File: config.mk
export PLATFORM = sky130hd
export DESIGN_NAME = branch_target_buffer
export DESIGN_NICKNAME = d
export VERILOG_FILES = /design/src/rtl/branch_target_buffer.sv
export SDC_FILE = /design/constraint.sdc
export NUM_CORES = 2
export LEC_CHECK = 0
export BUFFER_PORTS_ARGS = -buffer_cell sky130_fd_sc_hd__clkbuf_2
export CAP_MARGIN = 20
export CELL_PAD_IN_SITES_DETAIL_PLACEMENT = 2
export CELL_PAD_IN_SITES_GLOBAL_PLACEMENT = 2
export CORE_ASPECT_RATIO = 1.4
export CORE_MARGIN = 5
export CORE_UTILIZATION = 42
export DETAILED_ROUTE_END_ITERATION = 10
export GPL_TIMING_DRIVEN = 0
export PLACE_DENSITY_LB_ADDON = 0.1
export SLEW_MARGIN = 25
export SYNTH_ARGS = -nofsm -noshare
export SYNTH_HDL_FRONTEND = slang
export SYNTH_SLANG_ARGS = --single-unit
File: constraint.sdc
create_clock -name CLK -period 3.5 [get_ports CLK]
set_input_delay 0.175 -clock CLK [delete_from_list [all_inputs] [get_ports CLK]]
set_output_delay 0.175 -clock CLK [all_outputs]
set_load 0.01 [all_outputs]
File: src/rtl/branch_target_buffer.sv
// branch_target_buffer: direct-mapped BTB with per-entry saturating direction counters.
// Zero-latency fetch lookup, resolve-stage update, saturating hit/mispredict statistics.
module branch_target_buffer #(
   parameter int WORD_W  = 32,
   parameter int ENTRIES = 16,
   parameter int CTR_W   = 2,
   parameter int CNT_W   = 16
) (
   input  logic              CLK,
   input  logic              nRST,
   input  logic              lookup_en,
   input  logic [WORD_W-1:0] fetch_pc,
   output logic              hit,
   output logic              pred_taken,
   output logic [WORD_W-1:0] pred_next_pc,
   input  logic              upd_en,
   input  logic [WORD_W-1:0] upd_pc,
   input  logic              upd_taken,
   input  logic [WORD_W-1:0] upd_target,
   input  logic              upd_jump,
   input  logic              upd_mispredict,
   input  logic              btb_flush,
   output logic [CNT_W-1:0]  hit_cnt,
   output logic [CNT_W-1:0]  mispred_cnt
);
   localparam int IDX_W = $clog2(ENTRIES);
   localparam int TAG_W = WORD_W - IDX_W - 2;
   localparam logic [CTR_W-1:0] CTR_MAX = {CTR_W{1'b1}};
   localparam logic [CTR_W-1:0] CTR_WNT = {1'b0, {(CTR_W-1){1'b1}}};
   localparam logic [CTR_W-1:0] CTR_WT  = {1'b1, {(CTR_W-1){1'b0}}};
   localparam logic [CNT_W-1:0] CNT_MAX = {CNT_W{1'b1}};

   // lookup_en and upd_en are valid-only qualifiers: there is no ready, every
   // presented lookup and update is accepted in the cycle it is valid.

   logic [ENTRIES-1:0] valid_q;
   logic [TAG_W-1:0]   tag_q    [ENTRIES];
   logic [WORD_W-1:0]  target_q [ENTRIES];
   logic [CTR_W-1:0]   ctr_q    [ENTRIES];

   logic [IDX_W-1:0] f_idx, u_idx;
   logic [TAG_W-1:0] f_tag, u_tag;
   logic             u_match;
   logic [CTR_W-1:0] u_ctr;
   logic             unused_pc_lsbs;

   assign f_idx = fetch_pc[IDX_W+1:2];
   assign f_tag = fetch_pc[WORD_W-1:IDX_W+2];
   assign u_idx = upd_pc[IDX_W+1:2];
   assign u_tag = upd_pc[WORD_W-1:IDX_W+2];
   assign unused_pc_lsbs = ^{fetch_pc[1:0], upd_pc[1:0]};

   // Lookup reads the registered state only, so a same-cycle update is not bypassed.
   assign hit          = valid_q[f_idx] && (tag_q[f_idx] == f_tag);
   assign pred_taken   = hit && ctr_q[f_idx][CTR_W-1];
   assign pred_next_pc = pred_taken ? target_q[f_idx] : fetch_pc + WORD_W'(4);

   assign u_match = valid_q[u_idx] && (tag_q[u_idx] == u_tag);
   assign u_ctr   = ctr_q[u_idx];

   always_ff @(posedge CLK or negedge nRST) begin
      if (!nRST) begin
         valid_q <= '0;
         for (int i = 0; i < ENTRIES; i++) begin
            tag_q[i]    <= '0;
            target_q[i] <= '0;
            ctr_q[i]    <= CTR_WNT;
         end
      end else if (btb_flush) begin
         valid_q <= '0;
      end else if (upd_en) begin
         if (u_match) begin
            if (upd_jump) begin
               ctr_q[u_idx]    <= CTR_MAX;
               target_q[u_idx] <= upd_target;
            end else if (upd_taken) begin
               if (u_ctr != CTR_MAX) ctr_q[u_idx] <= u_ctr + CTR_W'(1);
               target_q[u_idx] <= upd_target;
            end else begin
               if (u_ctr != '0) ctr_q[u_idx] <= u_ctr - CTR_W'(1);
            end
         end else if (upd_taken || upd_jump) begin
            // Allocation replaces whatever entry aliases to this index.
            valid_q[u_idx]  <= 1'b1;
            tag_q[u_idx]    <= u_tag;
            target_q[u_idx] <= upd_target;
            ctr_q[u_idx]    <= upd_jump ? CTR_MAX : CTR_WT;
         end
      end
   end

   always_ff @(posedge CLK or negedge nRST) begin
      if (!nRST) begin
         hit_cnt     <= '0;
         mispred_cnt <= '0;
      end else begin
         if (lookup_en && hit && hit_cnt != CNT_MAX)
            hit_cnt <= hit_cnt + CNT_W'(1);
         // Mispredicts are counted even in a flush cycle that drops the update.
         if (upd_en && upd_mispredict && mispred_cnt != CNT_MAX)
            mispred_cnt <= mispred_cnt + CNT_W'(1);
      end
   end
endmodule

# == After elaboration in Yosys (flattened, before gate mapping) ==
# Index checks and enable logic that the tools add are counted.
# totals
ff_bits,1008
output_inout_bits,66
# op_classes
n_addsub,5
magnitude_cmp,6
eq_ne,9
mux,48
n_bitwise,6
reduce_logical,18
# ops
operator,count
512-bit 2-to-1 mux,4
512-bit bitwise mux,1
416-bit bitwise mux,1
32-bit 2-to-1 mux,10
26-bit binary-select mux with 4-bit select,2
26-bit 2-to-1 mux,5
32-bit binary-select mux with 4-bit select,1
32-bit demux with 4-bit select,1
26-bit demux with 4-bit select,1
32-bit bitwise mux,3
16-bit 2-to-1 mux,4
26-bit == test,2
16-bit by 1-bit adder with 16-bit output (second input constant),2
32-bit by 3-bit adder with 32-bit output (second input constant),1
16-bit != test (second input constant),2
32-bit OR,1
2-bit binary-select mux with 4-bit select,2
16-bit OR,1
5-bit >= comparator (second input constant),2
4-bit by 5-bit < comparator with 1-bit output (second input constant),2
2-bit 2-to-1 mux,5
4-bit inverter with 5-bit output,2
1-bit logical AND,9
1-bit binary-select mux with 4-bit select,2
16 further kinds,26

# == Longest topological paths before layout ==
# logic_depth
word_depth,10
mapped_depth,16
depth_no_buf,10

# == Least setup slack after synthesis ==
# No wires, ideal clock.
# synth_path
kind,input -> output
startpoint,input fetch_pc[2]
endpoint,output pred_next_pc[23]
t_arrival_ns,3.323
required_time_ns,3.325
slack_ns,0.002
stages,13
n_path_buf,5
path_cell_list,buf_2 buf_2 buf_2 mux4_2 mux2i_1 mux2i_1 xor2_1 nor4_1 nand4_1 nor2b_1 buf_2 buf_2 mux2_2
# synth_via
elab_chain_cells,8
word_cells_on_any_way,17
classes_between,add/sub: 1; eq/ne: 1; mux: 12; bitwise: 1; reduce/logical: 2
# synth_rtl
item,line,source
"start, declared",12,"input logic [WORD_W-1:0] fetch_pc,"
4-bit inverter with 5-bit output (implied by the code),"54, 55",
26-bit binary-select mux with 4-bit select,54,assign hit = valid_q[f_idx] && (tag_q[f_idx] == f_tag);
26-bit 2-to-1 mux (implied by the code) (2 in a row),54,
26-bit == test,54,
1-bit logical AND,54,
1-bit logical AND (*),55,assign pred_taken = hit && ctr_q[f_idx][CTR_W-1];
named net pred_taken,14,"output logic pred_taken,"
32-bit 2-to-1 mux (*),56,assign pred_next_pc = pred_taken ? target_q[f_idx] : fetch_pc + WORD_W'(4);
"end, declared",15,"output logic [WORD_W-1:0] pred_next_pc,"
# Mark *: on every way through the listed nets, which the timed path passes. The rest lies on a longest branch. The select of a mux whose other input is x is not followed.

# == Worst setup path after layout ==
# layout_path
startpoint,input fetch_pc[3]
endpoint,output pred_next_pc[20]
# layout_via
elab_chain_cells,8
word_cells_on_any_way,17
classes_between,add/sub: 1; eq/ne: 1; mux: 12; bitwise: 1; reduce/logical: 2
# layout_rtl
item,line
4-bit inverter with 5-bit output (implied by the code),"54, 55, 56"
26-bit binary-select mux with 4-bit select,54
26-bit 2-to-1 mux (implied by the code) (2 in a row),54
26-bit == test,54
1-bit logical AND,54
1-bit logical AND,55
32-bit 2-to-1 mux (*),56
# Every way passes the cells marked *; elsewhere a longest branch is shown, timed or not. The select of a mux whose other input is x is not followed.

==> key figures <==
Outcome
  – Failing checks: negative setup slack
  – Status: finished with violations

Logic synthesis
  – Post-synthesis instance total: around 3400
  – Number of synthesized register bits: slightly above 1000
  – Synth async-reset ratio: 100.0%
  – Sequential element share of the synthesized area: between 40% and 50%
  – Mean Syn Cell Area: between 15 and 20 sq um
  – YS warnings: 0
  – Synthesized area: 52160 sq um
  – Post-synth EDFFs: 0
  – Synth Net Count: between 3000 and 4000
  – Netlist cell types: 66
  – Main flop type after synthesis: dfrtp_1

Layout
  – Fillers: about 11000
  – Nets@finish: between 3000 and 4000
  – Footprint of the multi-input gates: around 26000 sq um
  – Layout cells sized above 1: between 50 and 60%
  – Most frequent cells in the layout: dfrtp_1 (992), mux2_2 (731), mux4_2 (379)
  – Area Overhead vs Synth: 22.73%
  – FF+latch area: between 20000 and 30000 sq um
  – Design Area, Final: 64010 sq um
  – Commonest non-fill, non-tap cell in the layout: dfrtp_1

Timing
  – Slew at the pin closest to its max-slew limit: between 1 and 1.5 ns
  – Hold WS: roughly 0.040 ns
  – Max transition margin: 25.00%
  – Max-slew violation count: 0
  – Clk_skew: slightly above 0.04 ns
  – Crit path time final: between 4 and 5 ns
  – Final Worst Setup Slack: -1.008 ns
  – Final Cycle Share: 128.8%
  – RSZ-0062 raised after global routing: yes
  – Final setup violation count: 497
  – Fmax: ~220 MHz
  – Fin. Hold Viols: 0

Global route
  – Maximum number of pins on one net before global-route repair: 94
  – Total Routing Usage GR: between 30% and 40%
  – First-pass GRT wire length: approximately 300000 um
  – Initial antenna violation count: 10
  – Grt ovf: 0
  – Vias in the first global route: between 40000 and 50000

Floorplanning
  – Initial Util: a little over two fifths
  – Die W: approximately 310 um
  – I/O pin count: 170
  – Die height: ~430 um
  – Die area: 131400 sq um
  – Core ar.: around 120000 sq um
  – Row count: about 150

Critical path
  – Critical Path AT: 4.33 ns
  – WS Path Type: input port to output pin
  – Crit. Startpoint: fetch_pc[3]
  – Reg2reg start: tag_q[122]
  – Critical path endpoint category: output pin
  – Type of origin of the critical path: input port
  – Worst path required time: 3.32 ns
  – Crit-path max FO: 10

Power and ir drop
  – Comb pwr share: a little over a fifth
  – Clk network pwr share: about a third
  – PwrDens: 531.5 nW/um^2
  – Psw: between 9 and 10 mW
  – Pwr Total: 34.02 mW
  – Leak: 27.95 nW
  – Sequential power share: between 40 and 50%
  – Peak supply drop: 0.4465 mV
  – Net Sw Frac: between 20% and 30%
  – Internal Power: between 20 and 25 mW

CTS
  – Clock Path Buffers: 3
  – CTS tree: built
  – Clock transition at path regs: ~0.06 ns
  – H-tree depth: 3
  – Clk_lat worst skew: 0.76 ns
  – Root Driver: clkbuf_16
  – Clk sinks: 1008
  – CTS Buf Count: between 100 and 150

Routing
  – Via count: around 35000
  – DRT Pass-1 Iters: 5
  – Routed wire length: approximately 220000 um
  – Wirelength per Cell: between 30 and 40 um
  – DRT iter0 DRCs: about 2600
  – Via/cell ratio: approximately 6.3
  – DRT antenna net count: 0
  – DRC: 0

Placed design
  – Post-DP Area: around 55000 sq um
  – DP HPWL: ~140000 um
  – IO buf count: ~140
  – Gpl congestion: approximately 0.9

Run
  – Number of max-cap violations: 0

Hold path
  – Min-delay worst type: input port to async pin
[synthesized netlist by cell type (36+ instances only)]
cell	n	area share (%)
mux2_2	762	16
nand2_1	60	0.43
mux4_2	379	16
mux2i_1	118	2.3
dfrtp_1	992	48
buf_1	36	0.26
buf_2	54	0.52
mux2_4	190	5.5
xnor2_1	87	1.5
clkbuf_1	165	1.2
nor2_1	83	0.60
inv_1	42	0.30
[sequential cells by signal (all words and copies together), names as in the netlist]
name and flops:
valid_q 16, hit_cnt 16, mispred_cnt 16, tag_q 416
target_q 512, ctr_q 32
[logic make-up (layout without fill, tap and decap cells)]
family                     after synthesis  after routing  share of synthesized area [%]
and+or+nand+nor                        307            307                          3.277
muxes                                 1475           1475                          41.11
adders and majority gates                5              5                         0.1199
other                                    0              6                              0
xor gates and xnor gates               118            118                          1.981
DFF                                   1008           1008                          48.40
AOI/OAI and AO/OA                      153            153                          2.065
buffers and inverters                  339            891                          3.044
[per-layer routing]
layer	track usage (%)	share of wire [%]	vias to the layer above
met1	37.00	36	19329
li1	-	-	13785
met2	57.45	51	1399
met4	20.95	7.8	6
met3	5.524	5.4	656
met5	0	0.018	-
[through the flow]
step,worst slack [ns],setup TNS (ns),instances,util [%]
floorplan,0.001826,0,3405,-
global placement,-21.21,-,5176,44.34
detailed placement,-2.978,-1424.40,5189,44.70
CTS,-0.9595,-131.40,5578,51.15
global route,-1.066,-184.17,5585,51.67
finish,-1.008,-198.38,5590,51.68
[repair_timing]
action                     in CTS  in global routing
hold endpoints to repair      541                  0
gates resized for setup       519                184
buffers inserted              115                 27
gates cloned                   34                  3
setup endpoints to repair     514                575
hold buffers                   52                  0
pin swaps                      35                 20
[power by group through the flow]
stage                     Clock (mW)  Sequential (mW)  Combinational (mW)
after CTS                       11.9             15.0                6.88
final                           11.7             15.1                7.16
after detailed placement           0             15.1                6.46
after global placement             0             14.9                6.08
after global routing            12.4             15.3                7.47
after floorplan                    0             14.6                4.45
[worst paths after layout]
kind / endpoint / slack (ns) / cells past startpoint
max in group asynchronous: target_q[148] / 1.23 / 6
worst min-delay path: tag_q[228] / 0.04 / 2
min in group CLK: tag_q[94] / 0.06 / 2
worst max register to register: tag_q[36] / -0.49 / 14
worst max-delay path: pred_next_pc[20] / -1.01 / 18
worst min register to register: hit_cnt[14] / 0.50 / 1
[layout make-up]
type / instances / share of cell area [%]
diodes: 6 / 0.02346
clock buffers: 149 / 4.742
multi-input cells: 2058 / 41.33
flip-flops and latches: 1008 / 39.44
plain buffers: 288 / 3.489
repair buffers: 364 / 6.806
inverters: 43 / 0.2639
well taps: 1627 / 3.180
clock inverters: 47 / 0.7252
[worst max-delay path: stages]
cell      delay, ns
clkbuf_2       0.09
buf_2          0.27
buf_4          0.37
clkbuf_4       0.42
clkbuf_8       0.34
mux2i_1        0.29
mux2i_2        0.19
xnor2_1        0.34
nand4_1        0.18
nor4_2         0.27
nand4_1        0.14
buf_6          0.18
nor2b_4        0.14
buf_12         0.16
buf_12         0.14
buf_16         0.13
mux2_4         0.33
buf_6          0.13
(Power assumes the default switching activity.)
